### src/rtl/demux_pkg.sv
// demux_pkg: shared types and constants for the demultiplexer_stream block.
//   NUM_CH     - number of output channels
//   CNT_W      - width of the accepted-word counter
//   ch_sel_t   - destination select as carried on the input port
//   ch_idx_t   - channel index used when decoding the select
//   sel_decode - one-hot decode of a channel index
package demux_pkg;

  localparam int NUM_CH = 4;
  localparam int CNT_W  = 8;

  typedef logic [1:0]                  ch_sel_t;
  typedef logic [$clog2(NUM_CH)-1:0]   ch_idx_t;

  function automatic logic [NUM_CH-1:0] sel_decode(input ch_idx_t sel);
    logic [NUM_CH-1:0] onehot;
    onehot      = '0;
    onehot[sel] = 1'b1;
    return onehot;
  endfunction

endpackage

### src/rtl/demux_chan_fifo.sv
// demux_chan_fifo: per-channel synchronous FIFO.
//   clk, rst   - clock, synchronous active-high reset (empties the FIFO)
//   push       - write push_data this cycle (ignored when full)
//   push_data  - word to write
//   pop        - remove the head word this cycle (ignored when empty)
//   head       - current head word (meaningful only when not empty)
//   full       - count == DEPTH
//   empty      - count == 0
//   count      - occupancy, 0..DEPTH
// Storage is not reset; only pointers and occupancy are.
module demux_chan_fifo
  import demux_pkg::*;
#(
  parameter int WIDTH = 4,
  parameter int DEPTH = 2
) (
  input  logic                     clk,
  input  logic                     rst,
  input  logic                     push,
  input  logic [WIDTH-1:0]         push_data,
  input  logic                     pop,
  output logic [WIDTH-1:0]         head,
  output logic                     full,
  output logic                     empty,
  output logic [$clog2(DEPTH):0]   count
);

  localparam int PTR_W = $clog2(DEPTH);
  localparam int CW    = PTR_W + 1;

  logic [WIDTH-1:0] mem [DEPTH];
  logic [PTR_W-1:0] wr_ptr;
  logic [PTR_W-1:0] rd_ptr;
  logic             do_push;
  logic             do_pop;

  assign full    = (count == CW'(DEPTH));
  assign empty   = (count == '0);
  assign do_push = push && !full;
  assign do_pop  = pop && !empty;
  assign head    = mem[rd_ptr];

  // DEPTH is a power of two, so pointers wrap naturally.
  always_ff @(posedge clk) begin
    if (rst) begin
      wr_ptr <= '0;
      rd_ptr <= '0;
      count  <= '0;
    end else begin
      if (do_push) wr_ptr <= wr_ptr + 1'b1;
      if (do_pop)  rd_ptr <= rd_ptr + 1'b1;
      case ({do_push, do_pop})
        2'b10:   count <= count + 1'b1;
        2'b01:   count <= count - 1'b1;
        default: count <= count;
      endcase
    end
  end

  always_ff @(posedge clk) begin
    if (do_push) mem[wr_ptr] <= push_data;
  end

endmodule

### src/rtl/demultiplexer_stream.sv
// demultiplexer_stream: registered 1-to-4 stream demultiplexer.
//   clk, rst          - clock, synchronous active-high reset
//   in_data, in_sel   - word and destination channel (00->ch1 .. 11->ch4)
//   in_valid/in_ready - input handshake; in_ready depends only on in_sel
//                       and registered occupancy
//   output1..output4  - channel head words; hold last delivered word when empty
//   out_valid[k]      - channel k+1 has a word
//   out_ready[k]      - consumer takes channel k+1 head word
//   xfer_cnt          - accepted words, modulo 256
module demultiplexer_stream
  import demux_pkg::*;
#(
  parameter int WIDTH = 4,
  parameter int DEPTH = 2
) (
  input  logic               clk,
  input  logic               rst,
  input  logic [WIDTH-1:0]   in_data,
  input  logic [1:0]         in_sel,
  input  logic               in_valid,
  output logic               in_ready,
  output logic [WIDTH-1:0]   output1,
  output logic [WIDTH-1:0]   output2,
  output logic [WIDTH-1:0]   output3,
  output logic [WIDTH-1:0]   output4,
  output logic [3:0]         out_valid,
  input  logic [3:0]         out_ready,
  output logic [7:0]         xfer_cnt
);

  localparam int CW = $clog2(DEPTH) + 1;

  ch_idx_t           sel_idx;
  logic              accept;
  logic [NUM_CH-1:0] push;
  logic [NUM_CH-1:0] pop;
  logic [NUM_CH-1:0] full;
  logic [NUM_CH-1:0] empty;
  logic [WIDTH-1:0]  head     [NUM_CH];
  logic [WIDTH-1:0]  hold     [NUM_CH];
  logic [WIDTH-1:0]  out_data [NUM_CH];
  logic [CW-1:0]     count    [NUM_CH];

  assign sel_idx  = ch_idx_t'(in_sel);
  // A full channel refuses even if it pops this cycle; keeps in_ready off out_ready.
  assign in_ready = !rst && !full[sel_idx];
  assign accept   = in_valid && in_ready;
  assign push     = sel_decode(sel_idx) & {NUM_CH{accept}};

  for (genvar k = 0; k < NUM_CH; k++) begin : g_ch
    assign out_valid[k] = (count[k] != '0);
    assign pop[k]       = out_valid[k] && out_ready[k];
    // Empty channel shows the last word it delivered.
    assign out_data[k]  = empty[k] ? hold[k] : head[k];

    demux_chan_fifo #(
      .WIDTH (WIDTH),
      .DEPTH (DEPTH)
    ) u_fifo (
      .clk       (clk),
      .rst       (rst),
      .push      (push[k]),
      .push_data (in_data),
      .pop       (pop[k]),
      .head      (head[k]),
      .full      (full[k]),
      .empty     (empty[k]),
      .count     (count[k])
    );
  end

  assign output1 = out_data[0];
  assign output2 = out_data[1];
  assign output3 = out_data[2];
  assign output4 = out_data[3];

  always_ff @(posedge clk) begin
    if (rst) begin
      for (int k = 0; k < NUM_CH; k++) hold[k] <= '0;
    end else begin
      for (int k = 0; k < NUM_CH; k++) begin
        if (pop[k]) hold[k] <= head[k];
      end
    end
  end

  always_ff @(posedge clk) begin
    if (rst)         xfer_cnt <= '0;
    else if (accept) xfer_cnt <= xfer_cnt + 1'b1;
  end

endmodule

### config.mk
export PLATFORM = sky130hd
export DESIGN_NAME = demultiplexer_stream
export DESIGN_NICKNAME = d
export VERILOG_FILES = /design/src/rtl/demux_pkg.sv /design/src/rtl/demux_chan_fifo.sv /design/src/rtl/demultiplexer_stream.sv
export SDC_FILE = /design/constraint.sdc
export NUM_CORES = 1
export LEC_CHECK = 0
export CAP_MARGIN = 20
export CORE_MARGIN = 1.5
export CORE_UTILIZATION = 55
export CTS_CLUSTER_DIAMETER = 200
export CTS_CLUSTER_SIZE = 12
export DETAILED_ROUTE_END_ITERATION = 12
export PLACE_DENSITY_LB_ADDON = 0.15
export SETUP_SLACK_MARGIN = 0.02
export SYNTH_ARGS = -nofsm -noshare
export SYNTH_HDL_FRONTEND = slang
export SYNTH_HIERARCHICAL = 1
export SYNTH_SLANG_ARGS = --single-unit
### constraint.sdc
create_clock -name clk -period 2.6 [get_ports clk]
set_clock_uncertainty 0.1 [all_clocks]
set_input_delay 0.26 -clock clk [delete_from_list [all_inputs] [get_ports clk]]
set_output_delay 0.26 -clock clk [all_outputs]
set_load 0.02 [all_outputs]
==> out/results.txt, run 1 <==
root cell of the clock tree -> sky130_fd_sc_hd__clkbuf_8
Critical Path End -> output3[3]
endpoints failing hold -> 0
number of nets produced by synthesis -> 291
reg2reg start -> g_ch[3].u_fifo/count[0]
Overall Global Routing Usage -> 20.8%
simple-gate area share of the yosys netlist -> 14.5%
XOR/XNOR Fraction of Synth Area -> 3.41%
Final Wtd Congestion -> 0.717
nets@finish -> 345
router iterations before antenna repair -> 4
flops & latches, synth -> 76
start point of the critical path -> g_ch[2].u_fifo/count[0]
proportion of netlist area held by the largest area contributor -> 43.1%
Iteration-0 DRC Markers -> 103
number of buffers created by CTS -> 9
post-cts resize count -> 1
vias after detailed routing -> 2194
predominant post-synthesis flop cell -> sky130_fd_sc_hd__edfxtp_1
number of global-route vias before repair -> 2142
reg-to-reg endpoint -> g_ch[3].u_fifo/count[1]
slack of the worst reg-to-reg path -> 290 ps
Worst-Margin Slew -> 374 ps
compound-gate portion of the synthesized area -> 6.14%
hold-fix buffers at CTS -> 0
detailed-route DRC error count -> 0
sum of negative setup slack -> 0 ps
Syn Inst Count -> 273
starting density of the core -> 56.8%
first-pass GRT wire length -> 9.98 mm
filler cell count -> 471
Placed Area -> 3870 um2
Slew Viols, Final -> 0
drt total wl -> 6.09 mm
TritonCTS clock tree -> built
post-synthesis instance area -> 3340 um2
CTS Sinks -> 76
Die Width -> 80.9 um
mux share of post-synthesis cell area -> 11.8%
antenna violations before repair -> 0
Post-Synthesis Mean Instance Area -> 12.2 um2
type of the tightest min-delay check -> reg -> reg
Layout Area Growth over Synthesis -> 22.4%
maxcap violations -> 0
Critical Setup Path Class -> reg -> out
RSZ-0062 raised after global routing -> no
part of the cycle the worst path needs -> 89.7%
adder and majority gate portion of the synthesized area -> 1.87%
Critical Path Start Type -> register
pin count of the biggest net entering global routing -> 28
Top-Level Pins -> 42
critical path capture point type -> output pin
largest driver fanout on the critical path -> 6
required arrival time at the worst endpoint -> 2240 ps
worst-case clock buffer depth -> 2
dominant combinational cell family by area after synthesis -> simple AND/OR/NAND/NOR gates
biggest area consumer among synthesized cells -> sky130_fd_sc_hd__edfxtp_1
grt ovf -> 0
top cells by area, synth -> sky130_fd_sc_hd__edfxtp_1, sky130_fd_sc_hd__dfxtp_1, sky130_fd_sc_hd__mux2_2
final cell area excluding filler cells -> 4090 um2
Antenna Cells -> 0
depth of the CTS H-tree -> 3
status -> completed
Worst Path Arrival -> 1970 ps
Min Clock Period, post-route -> 2330 ps
core area -> 5890 um2
number of synthesized flops with an enable pin -> 48
final count of negative-setup-slack endpoints -> 0
static power due to leakage -> 1.55 nW
die outline area -> 6550 um2
Die Y-Extent -> 80.9 um
worst slew margin relative to its limit -> 75.0%
yosys synthesis warning count -> 6
count of input and output buffers -> 41
clock insertion delay at the later pin of the skew report -> 340 ps
register clock-pin slew on the reported worst setup and hold paths -> 70 ps
post-DP HPWL -> 4.39 mm
distinct cell type count after synthesis -> 33
Async SR Flop Fraction -> 0%
Post CTS Setup Buffer Count -> 0
IR Drop Worst-Case VDD -> 0.000362 V
layout cells sized above 1 -> 20.2%
routed via count divided by cell count -> 5.39
count of antenna-violating nets left after detailed routing -> 0
Highest Clock Rate -> 429 MHz
routed length per instance -> 15.0 um
share of synthesized area occupied by flip-flops and latches -> 59.9%
final worst hold slack -> 390 ps
power density of the placed cells -> 615 nW/um2
number of cells traversed by the worst register-to-register path -> 8
row cnt -> 28
total chip power -> 0.00252 W
==> layer usage <==
metal  vias to the layer above  GRT usage (%)  part of all wire [%]
met4                         0           7.76                   1.4
met3                         9           5.62                   3.5
met5                         -              0                     0
li1                       1088              -                     -
met2                        40           34.8                    51
met1                      1057           25.7                    45
==> logic make-up after synthesis <==
| kind of cell | after synthesis |
|---|---|
| AND/OR/NAND/NOR | 89 |
| AO/OA/AOI/OAI | 34 |
| multiplexers | 35 |
| adder cells (fa/ha/maj) | 5 |
| flip-flops | 76 |
| XOR/XNOR | 13 |
| buffers and inverters | 21 |
==> synthesized netlist by cell type (all sizes together), types with 4 or more instances <==
cell and n:
a21oi 13, and2 16, and3 6, dfxtp 28, edfxtp 48, ha 5, inv 19, mux2 32
nand2 14, nand2b 4, nor2 23, o21a 4, o21ai 11, or2 5, or3 11, xnor2 8
xor2 5
==> layout make-up <==
class / count / area [um2] / area share [%]
flip-flops and latches: 76 / 2000 / 48.9
multi-input cells: 176 / 1260 / 30.8
repair buffers: 45 / 439 / 10.7
clock buffers: 11 / 151 / 3.70
well taps: 75 / 93.8 / 2.29
clock inverters: 5 / 73.8 / 1.80
inverters: 19 / 71.3 / 1.74
==> critical path: stages, from the launching register on <==
cell and delay (ps):
sky130_fd_sc_hd__dfxtp_1 370, sky130_fd_sc_hd__nor2_1 320, sky130_fd_sc_hd__mux2_2 390, sky130_fd_sc_hd__clkdlybuf4s50_1 550
==> stage by stage <==
step           utilization, %  cells  worst slack [ps]
3_3_place_gp             65.7    391              90.9
2_1_floorplan               -    273               590
6_report                 69.5    407               267
4_1_cts                  69.5    407               236
3_5_place_dp             65.7    391              11.8
5_1_grt                  69.5    407              61.3
==> sequential cells by signal, summed over array words and instances, names as in the netlist, named ones only <==
register,flops
g_ch.u_fifo/count,8
g_ch.u_fifo/mem,32
g_ch.u_fifo/rd_ptr,4
g_ch.u_fifo/wr_ptr,4
hold,16
xfer_cnt,8
==> layout by cell type, fill, tap and decap left out <==
master | synthesis | routed
sky130_fd_sc_hd__and2_1 | 16 | 16
sky130_fd_sc_hd__inv_1 | 15 | 15
sky130_fd_sc_hd__inv_2 | 4 | 4
sky130_fd_sc_hd__a22oi_2 | 1 | 1
sky130_fd_sc_hd__mux2_2 | 32 | 32
sky130_fd_sc_hd__nand3_1 | 3 | 3
sky130_fd_sc_hd__nor3b_1 | 1 | 1
sky130_fd_sc_hd__xnor2_1 | 8 | 8
sky130_fd_sc_hd__clkinv_2 | 0 | 2
sky130_fd_sc_hd__nor3b_2 | 1 | 1
sky130_fd_sc_hd__clkbuf_8 | 0 | 11
sky130_fd_sc_hd__nand2_1 | 14 | 14
sky130_fd_sc_hd__or2b_1 | 1 | 1
sky130_fd_sc_hd__xor2_1 | 5 | 5
sky130_fd_sc_hd__mux2i_1 | 2 | 2
sky130_fd_sc_hd__and3_1 | 6 | 6
sky130_fd_sc_hd__buf_4 | 0 | 4
sky130_fd_sc_hd__o41ai_1 | 2 | 2
sky130_fd_sc_hd__o311ai_0 | 2 | 2
sky130_fd_sc_hd__ha_1 | 5 | 5
sky130_fd_sc_hd__a21oi_1 | 13 | 13
sky130_fd_sc_hd__bufinv_16 | 0 | 2
sky130_fd_sc_hd__and3b_1 | 1 | 1
sky130_fd_sc_hd__or2_2 | 5 | 5
sky130_fd_sc_hd__nor2_1 | 23 | 23
sky130_fd_sc_hd__o21a_1 | 4 | 4
sky130_fd_sc_hd__o31ai_1 | 1 | 1
sky130_fd_sc_hd__edfxtp_1 | 48 | 48
sky130_fd_sc_hd__clkdlybuf4s50_1 | 0 | 40
sky130_fd_sc_hd__clkinv_1 | 0 | 1
sky130_fd_sc_hd__nand4_1 | 2 | 2
sky130_fd_sc_hd__o21ai_0 | 11 | 11
sky130_fd_sc_hd__mux2i_2 | 1 | 1
sky130_fd_sc_hd__or4_1 | 1 | 1
sky130_fd_sc_hd__or3_1 | 11 | 11
sky130_fd_sc_hd__dlygate4sd2_1 | 0 | 1
sky130_fd_sc_hd__nand2b_2 | 4 | 4
sky130_fd_sc_hd__dfxtp_1 | 28 | 28
==> worst min-delay path by stage <==
stage	slack [ps]	cells past startpoint	end	start
floorplan	230	1	g_ch[0].u_fifo/count[1]	rst
global placement	360	2	g_ch[0].u_fifo/wr_ptr	g_ch[0].u_fifo/wr_ptr
detailed placement	380	2	xfer_cnt[7]	xfer_cnt[7]
CTS	390	2	xfer_cnt[7]	xfer_cnt[7]
global route	410	2	xfer_cnt[7]	xfer_cnt[7]
finish	390	2	xfer_cnt[7]	xfer_cnt[7]
==> power by group <==
| group | switching, W | leakage (nW) | total (W) | internal, W |
|---|---|---|---|---|
| combinational | 0.000105 | 0.757 | 0.000203 | 0.0000986 |
| sequential | 0.0000147 | 0.681 | 0.00132 | 0.00131 |
| clock | 0.000403 | 0.117 | 0.000990 | 0.000587 |
Power figures use the tool's default switching activity.
==> run 2: changes to the inputs <==
==> constraint.sdc (replaced) <==
create_clock -name clk -period 2.41 [get_ports clk]
set_clock_uncertainty 0.1 [all_clocks]
set_input_delay 0.241 -clock clk [delete_from_list [all_inputs] [get_ports clk]]
set_output_delay 0.241 -clock clk [all_outputs]
set_load 0.02 [all_outputs]
==> run 2 against run 1 <==
  * Utilization is 0.77 points higher
  * Final cell count is 2.2% higher
  * Critical endpoint unchanged
  * Worst setup slack worse by 150 ps
  * Global-route usage is 0.70 points higher
  * Die area stayed put
  * Via count is 1.0% higher
  * Register-to-register slack worse by 140 ps
  * Sequential power is 8% higher
==> out/results.txt, run 2 (synthesized netlist as in run 1, its figures left out) <==
type of the tightest min-delay check -> reg -> reg
filler cell count -> 438
P_sw -> 0.000560 W
Placed Area -> 3930 um2
critical path capture point type -> output pin
Post CTS Setup Buffer Count -> 0
relative contribution of sequential cells to total power -> 55.3%
layout cells sized above 1 -> 22.9%
Overall Global Routing Usage -> 21.5%
depth of the CTS H-tree -> 3
register clock-pin slew on the reported worst setup and hold paths -> 70 ps
Layout Cells excl Fill -> 416
commonest cells after routing, fill and taps aside -> sky130_fd_sc_hd__edfxtp_1, sky130_fd_sc_hd__clkdlybuf4s50_1, sky130_fd_sc_hd__mux2_2
Antenna Cells -> 0
grt ovf -> 0
Final Wtd Congestion -> 0.736
detailed-route DRC error count -> 0
design internal power -> 0.00202 W
IR Drop Worst-Case VDD -> 0.000326 V
Gate power share -> 8.9%
clock insertion delay at the later pin of the skew report -> 340 ps
static power due to leakage -> 1.58 nW
reg2reg start -> g_ch[3].u_fifo/count[0]
worst slew margin relative to its limit -> 74.7%
number of cells traversed by the worst register-to-register path -> 8
reg-to-reg endpoint -> g_ch[3].u_fifo/count[1]
core area -> 5890 um2
pin count of the biggest net entering global routing -> 34
Top Layer Used -> met4
endpoints failing hold -> 0
hold worst-path end -> g_ch[3].u_fifo/wr_ptr
maxcap violations -> 0
flip-flop count of the largest register after layout -> 32
final count of negative-setup-slack endpoints -> 0
drt total wl -> 6.36 mm
part of the cycle the worst path needs -> 95.3%
required arrival time at the worst endpoint -> 2070 ps
most common cell after layout, fill and taps aside -> sky130_fd_sc_hd__edfxtp_1
Layout Area Growth over Synthesis -> 23.8%
power density of the placed cells -> 623 nW/um2
Critical Setup Path Class -> reg -> out
count of antenna-violating nets left after detailed routing -> 0
row cnt -> 28
Hold Crit Start -> g_ch[3].u_fifo/wr_ptr
starting density of the core -> 56.8%
Min Clock Period, post-route -> 2300 ps
power share of the clock group -> 35.8%
Critical Path Start Type -> register
WL met1 -> 2.84 mm
post-DP HPWL -> 4.53 mm
total chip power -> 0.00258 W
first-pass GRT wire length -> 10.3 mm
Switching Share -> 21.7%
routed length per instance -> 15.3 um
number of global-route vias before repair -> 2177
hold-fix buffers at CTS -> 0
RSZ-0062 raised after global routing -> no
sum of negative setup slack -> 0 ps
detailed route wirelength on metal3 -> 205 um
biggest registers after layout -> g_ch.u_fifo/mem (32), hold (16)
CTS Sinks -> 76
antenna violations before repair -> 0
Iteration-0 DRC Markers -> 114
Worst-Margin Slew -> 378 ps
routed via count divided by cell count -> 5.33
largest driver fanout on the critical path -> 4
Placed Instances -> 400
slack of the worst reg-to-reg path -> 150 ps
router iterations before antenna repair -> 4
vias after detailed routing -> 2216
final cell area excluding filler cells -> 4140 um2
Die Y-Extent -> 80.9 um
nets@finish -> 354
count of input and output buffers -> 41
TritonCTS clock tree -> built
root cell of the clock tree -> sky130_fd_sc_hd__clkbuf_8
register with the highest flop count -> g_ch.u_fifo/mem
die outline area -> 6550 um2
Top-Level Pins -> 42
Worst Path Arrival -> 1960 ps
worst-case clock buffer depth -> 2
Die Width -> 80.9 um
number of buffers created by CTS -> 9
Slew Viols, Final -> 0
status -> completed
Highest Clock Rate -> 435 MHz
total met2 wirelength after detailed routing -> 3.29 mm
hold-critical path depth -> 2
run 2: final cells by class:
| cell class | count | area [um2] | share of cell area, % |
|---|---|---|---|
| tap | 75 | 93.8 | 2.27 |
| clock inverter | 1 | 5.00 | 0.121 |
| inverter | 19 | 71.3 | 1.72 |
| timing repair buffer | 54 | 507 | 12.3 |
| multi-input combinational | 176 | 1270 | 30.7 |
| clock buffer | 15 | 188 | 4.54 |
| sequential | 76 | 2000 | 48.4 |
run 2: per-layer routing:
metal  vias to the layer above  global-route usage (%)
met5                         -                       0
met4                         0                    7.41
met3                         2                    4.38
met2                        39                    37.8
met1                      1070                    26.1
li1                       1105                       -
run 2: how the worst max path moves through the flow:
stage	from	end	slack, ps	depth (start not counted)
2_1_floorplan	g_ch[3].u_fifo/count[0]	g_ch[1].u_fifo/count[1]	400	9
3_3_place_gp	in_sel[1]	g_ch[1].u_fifo/count[1]	50	8
3_5_place_dp	in_sel[1]	g_ch[3].u_fifo/count[1]	-10	7
4_1_cts	g_ch[0].u_fifo/count[0]	output1[0]	50	4
5_1_grt	g_ch[3].u_fifo/count[0]	g_ch[3].u_fifo/count[1]	20	8
6_report	register	output3[3]	110	3
run 2: critical path: stages (launching register included):
cell and delay, ps:
sky130_fd_sc_hd__dfxtp_1 410, sky130_fd_sc_hd__mux2_2 380, sky130_fd_sc_hd__mux2_2 270, sky130_fd_sc_hd__clkdlybuf4s50_1 550
run 2: metrics by stage:
stage	hold slack [ps]	util [%]	setup slack (ps)
2_1_floorplan	210	-	400
3_3_place_gp	365	66.8	54.4
3_5_place_dp	379	66.8	-14.1
4_1_cts	393	70.2	45.8
5_1_grt	411	70.3	21.4
6_report	394	70.3	113
run 2: what timing repair did:
item	4_1_cts	5_1_grt
gates resized for setup	3	2
setup endpoints to repair	6	5
pin swaps	0	0
run 2: power by group through the flow:
stage,Combinational (W),Sequential (W),Clock (W)
final,0.000228,0.00143,0.000922
after global routing,0.000247,0.00143,0.000983
after CTS,0.000230,0.00143,0.000941
after detailed placement,0.000228,0.00145,0
after global placement,0.000224,0.00145,0
after floorplan,0.000113,0.00145,0
